**config.mk**
```make
export PLATFORM = sky130hd
export DESIGN_NAME = reg_dump_reader
export DESIGN_NICKNAME = d
export VERILOG_FILES = /design/src/rtl/reg_dump_pkg.sv /design/src/rtl/reg_dump_reader.sv
export SDC_FILE = /design/constraint.sdc
export NUM_CORES = 1
export LEC_CHECK = 0
export ABC_CLOCK_PERIOD_IN_PS = 2000
export BUFFER_PORTS_ARGS = -buffer_cell sky130_fd_sc_hd__buf_2
export CORE_MARGIN = 2
export CORE_UTILIZATION = 46
export DETAILED_ROUTE_END_ITERATION = 10
export PLACE_DENSITY = 0.83
export REMOVE_ABC_BUFFERS = 1
export SLEW_MARGIN = 20
export SYNTH_ARGS = -nofsm -noshare
export SYNTH_HDL_FRONTEND = slang
export SYNTH_SLANG_ARGS = --single-unit
```
**constraint.sdc**
```tcl
create_clock -name clk_i -period 2 [get_ports clk_i]
set_clock_uncertainty 0.15 [all_clocks]
set_input_delay 0 -clock clk_i [delete_from_list [all_inputs] [get_ports clk_i]]
set_output_delay 0 -clock clk_i [all_outputs]
set_load 0.005 [all_outputs]
```
**src/rtl/reg_dump_pkg.sv**
```systemverilog
// Shared types and defaults for the register-file dump reader.
// REG_DUMP_SKIP_ZERO_EN: when defined, the walk skips hardwired-zero register 0.
package reg_dump_pkg;

    typedef enum logic [1:0] {
        StIdle,
        StRead,
        StSend,
        StDone
    } state_e;

    localparam int unsigned DefDataWidth = 32;
    localparam int unsigned DefAddrWidth = 5;
    localparam int unsigned DefNumRegs   = 32;

`ifdef REG_DUMP_SKIP_ZERO_EN
    localparam int unsigned FirstIdx = 1;
`else
    localparam int unsigned FirstIdx = 0;
`endif

endpackage

```
**src/rtl/reg_dump_reader.sv**
```systemverilog
// Walks every architectural register through a spare read port and streams (addr, data)
// pairs over valid/ready. REG_DUMP_SKIP_ZERO_EN (see reg_dump_pkg) skips register 0.
module reg_dump_reader
    import reg_dump_pkg::*;
#(
    parameter int unsigned DATA_WIDTH = DefDataWidth,
    parameter int unsigned ADDR_WIDTH = DefAddrWidth,
    parameter int unsigned NUM_REGS   = DefNumRegs
) (
    input  logic                  clk_i,
    input  logic                  rst_i,
    input  logic                  start_i,
    input  logic                  abort_i,
    output logic [ADDR_WIDTH-1:0] raddr_o,
    input  logic [DATA_WIDTH-1:0] rdata_i,
    output logic                  out_valid_o,
    input  logic                  out_ready_i,
    output logic [ADDR_WIDTH-1:0] out_addr_o,
    output logic [DATA_WIDTH-1:0] out_data_o,
    output logic                  busy_o,
    output logic                  done_o
);

    localparam logic [ADDR_WIDTH-1:0] FirstIdxW = ADDR_WIDTH'(FirstIdx);
    localparam logic [ADDR_WIDTH-1:0] LastIdx   = ADDR_WIDTH'(NUM_REGS - 1);

    state_e                state_q, state_d;
    logic [ADDR_WIDTH-1:0] idx_q, idx_d;
    logic [ADDR_WIDTH-1:0] out_addr_q, out_addr_d;
    logic [DATA_WIDTH-1:0] out_data_q, out_data_d;
    logic                  accept;

    assign accept = (state_q == StSend) && out_ready_i;

    always_ff @(posedge clk_i) begin
        if (rst_i) begin
            state_q <= StIdle;
        end else begin
            state_q <= state_d;
        end
    end

    always_comb begin
        state_d = state_q;
        unique case (state_q)
            StIdle: begin
                // abort wins over a simultaneous start
                if (start_i && !abort_i) begin
                    state_d = StRead;
                end
            end
            StRead: state_d = abort_i ? StDone : StSend;
            StSend: begin
                if (abort_i) begin
                    state_d = StDone;
                end else if (accept) begin
                    state_d = (idx_q == LastIdx) ? StDone : StRead;
                end
            end
            StDone:  state_d = StIdle;
            default: state_d = StIdle;
        endcase
    end

    always_comb begin
        idx_d      = idx_q;
        out_addr_d = out_addr_q;
        out_data_d = out_data_q;
        if (state_q == StIdle) begin
            idx_d = FirstIdxW;
        end
        if (state_q == StRead) begin
            out_addr_d = idx_q;
            out_data_d = rdata_i;
        end
        if (accept && (idx_q != LastIdx)) begin
            idx_d = idx_q + 1'b1;
        end
    end

    always_ff @(posedge clk_i) begin
        if (rst_i) begin
            idx_q      <= FirstIdxW;
            out_addr_q <= '0;
            out_data_q <= '0;
        end else begin
            idx_q      <= idx_d;
            out_addr_q <= out_addr_d;
            out_data_q <= out_data_d;
        end
    end

    always_comb begin
        busy_o      = (state_q == StRead) || (state_q == StSend);
        raddr_o     = busy_o ? idx_q : '0;
        out_valid_o = (state_q == StSend);
        done_o      = (state_q == StDone);
        out_addr_o  = out_addr_q;
        out_data_o  = out_data_q;
    end

endmodule

```
==> key figures <==
Status
  – Status: finished clean

Finish
  – Area delta synth->final: 50.6%
  – Share of layout cells above drive strength 1: 0.345
  – Ant. Diodes: 0
  – Fill cells: 302
  – Final nets: approximately 330
  – Final Instance Area: ~0.0027 sq mm
  – Finished Core Util: 0.724

Route
  – Vias per cell: about 4.8
  – ANT nets after route: 0
  – DRT iter0 DRCs: 60
  – TritonRoute pass-1 iters: 4
  – WL final: approximately 4500 um
  – Avg WL per Cell: roughly 13 um
  – DR vias: 1622
  – Detailed-route DRC error count: 0

Global routing
  – Number of global-route vias before repair: approximately 1700
  – Grt total ovfl: 0
  – Initial antenna violation count: 0
  – Layer with the highest usage: met2
  – Global Route Usage Sum: 0.218
  – Pin count of the biggest net entering global routing: between 40 and 50
  – Met2 Usage GRT: 0.408
  – First-pass GRT wire length: between 7000 and 8000 um
  – Grt met1 use: 0.216
  – Grt met3 use: 0.0562

Worst setup path
  – Crit. End Element: flip-flop
  – Crit-path cells: ha_1, and3_1, ha_1, nand3b_1, nor2_1, nor2_1, a211oi_1
  – Buffer and inverter count on the worst path: 0
  – Worst path slowest cell: dfxtp_2
  – Critical path arrival: a little under 2 ns
  – CP max stage delay: between 0.3 and 0.4 ns
  – Critical Path Source Type: flip-flop
  – Worst-path maximum fanout: 6
  – Crit Path Class: flip-flop to flip-flop
  – CP required: 2.06 ns
  – Top delay family on crit path: simple AND/OR/NAND/NOR gates

Floorplanning
  – Core Area: ~0.0037 sq mm
  – Die Y: 66.1 um
  – Initial Utilization: 0.481
  – Row count: 22
  – Die area: 0.00437 sq mm
  – Die X: ~66 um
  – IO Count: 82

STA
  – Part of the cycle the worst path needs: 0.934
  – Setup violations, final: 0
  – Fmax: roughly 540 MHz
  – Post-layout min period: 1.87 ns
  – Fin. Hold Viols: 0
  – Worst Tran Pin Value: approximately 0.75 ns
  – Rel. slew slack: 0.500
  – Fin. max-slew vios: 0

CTS
  – CTS H-tree lvls: 2
  – Num Clock Sinks: 44
  – Max clock buf depth: 2
  – Clk slew on worst S/H paths: approximately 0.080 ns
  – Clock Latency Late Sink: ~0.29 ns
  – CTS Buf Count: 5
  – CTS tree: yes
  – Root Buffer: clkbuf_8

Power and ir drop
  – Comb power frac: 0.376
  – Net Sw Frac: 0.319
  – Internal: between 0.0015 and 0.002 W
  – Leak Pwr: roughly 1.3 nW
  – P_sw: roughly 0.0009 W
  – Power share of the clock group: 0.231
  – Sequential Power Share: 0.394
  – VDD IR max: approximately 680 uV
  – Power Density: ~1100 mW/mm^2

Yosys
  – Async set or reset register ratio after synthesis: 0
  – Netlist cell types: 23
  – Syn_area_per_cell: approximately 10 sq um
  – Yosys reg bits: between 40 and 50
  – Synthesis Warnings: 0
  – Post-synthesis sequential area ratio: 0.496
  – Post-synth EDFFs: 0
  – Cells after Synth: between 150 and 200
  – Post-Syn Area: 0.00177 sq mm
  – Ys flop type: dfxtp_1

Worst hold path
  – HP Class: primary input to flip-flop

Place
  – Post-DP HPWL: between 2000 and 3000 um
  – Port Buf Inserts: just over 80
  – Dpl cell area: roughly 0.0022 sq mm
  – GP Congestion: approximately 0.72

Run
  – Total of max-cap violations: 0
[per-stage QoR]
stage / total power, W / TNS, ns / setup slack [ns] / hold WS, ns / cells
floorplan: 0.00182 / -13.30 / -0.486 / -0.0809 / 164
global placement: 0.00213 / 0 / 0.217 / 0.0809 / 295
detailed placement: 0.00216 / 0 / 0.132 / 0.0941 / 295
CTS: 0.00288 / 0 / 0.111 / 0.0216 / 337
global route: 0.00306 / -0.00677 / -0.00658 / 0.0566 / 338
finish: 0.00288 / 0 / 0.132 / 0.0346 / 338
[timing repair]
| action | 4_1_cts | 5_1_grt |
|---|---|---|
| hold endpoints to repair | 34 | 0 |
| buffers inserted | 0 | 1 |
| setup endpoints to repair | 0 | 2 |
| hold buffers | 34 | 0 |
| resized for setup | 0 | 2 |
[cell type report]
class	instances	area [sq um]	share of cell area
timing repair buffer	118	781	0.292
inverter	2	7.51	0.00281
clock buffer	5	68.8	0.0258
tap	48	60.1	0.0225
multi-input combinational	118	828	0.310
clock inverter	3	42.5	0.0159
sequential	44	883	0.331
[metal layers]
| metal | vias up | routed length [um] |
|---|---|---|
| met1 | 732 | 1770 |
| met2 | 63 | 2320 |
| li1 | 815 | - |
| met4 | 0 | 99 |
| met5 | - | 0 |
| met3 | 12 | 298 |
[synth_stat cells (2+ instances only)]
| cell type | number | area share |
|---|---|---|
| a211oi_1 | 2 | 0.0085 |
| dfxtp_1 | 44 | 0.50 |
| nand3b_1 | 3 | 0.013 |
| nand2_1 | 2 | 0.0042 |
| and2_1 | 5 | 0.018 |
| nor2_1 | 43 | 0.091 |
| inv_1 | 2 | 0.0042 |
| a21oi_1 | 8 | 0.023 |
| mux2i_1 | 37 | 0.21 |
| clkbuf_1 | 5 | 0.011 |
| buf_6 | 3 | 0.019 |
| ha_1 | 7 | 0.049 |
| o21ai_0 | 2 | 0.0056 |
[cell usage in the layout, fill, tap and decap left out, types with 3 or more instances in the layout]
master | Yosys | layout
nand3b_1 | 3 | 3
nor2_1 | 43 | 43
clkbuf_8 | 0 | 5
dlygate4sd3_1 | 0 | 34
and2_1 | 5 | 5
ha_1 | 7 | 6
mux2i_1 | 37 | 37
dfxtp_1 | 44 | 42
buf_2 | 0 | 81
a21oi_1 | 8 | 8
[power by group through the flow]
| stage | clock network (W) | registers [W] | logic, W |
|---|---|---|---|
| after floorplan | 0 | 0.00116 | 0.000663 |
| after global placement | 0 | 0.00114 | 0.000986 |
| after detailed placement | 0 | 0.00115 | 0.00101 |
| after CTS | 0.000683 | 0.00113 | 0.00107 |
| after global routing | 0.000722 | 0.00115 | 0.00119 |
| final | 0.000664 | 0.00114 | 0.00108 |
[state kept, by name (all words and copies together), names as in the netlist]
name	cells
out_addr_o	5
state_q	2
idx_q	5
out_data_o	32
[worst paths after layout]
path                  startpoint             end  slack (ns)  depth (start not counted)
setup / recovery        idx_q[0]        idx_q[2]        0.13                          7
setup reg to reg        idx_q[0]        idx_q[2]        0.13                          7
hold reg to reg   out_data_o[19]  out_data_o[19]        0.34                          2
hold / removal       out_ready_i      state_q[1]        0.03                          4
[logic make-up (layout without fill, tap and decap cells)]
family          Yosys count  count (layout)  synth area share
flops                    44              44             0.496
simple gates             59              59             0.156
buf+inv                  11             128            0.0381
fa+ha+maj                 7               7            0.0494
compound gates           15              15            0.0515
mux                      37              37             0.209
[worst reg2reg max path, stage by stage, from the launching register on]
cell      delay, ns
dfxtp_2        0.35
ha_1           0.22
and3_1         0.19
ha_1           0.19
nand3b_1       0.26
nor2_1         0.14
nor2_1         0.05
a211oi_1       0.22
Power figures use the tool's default switching activity.
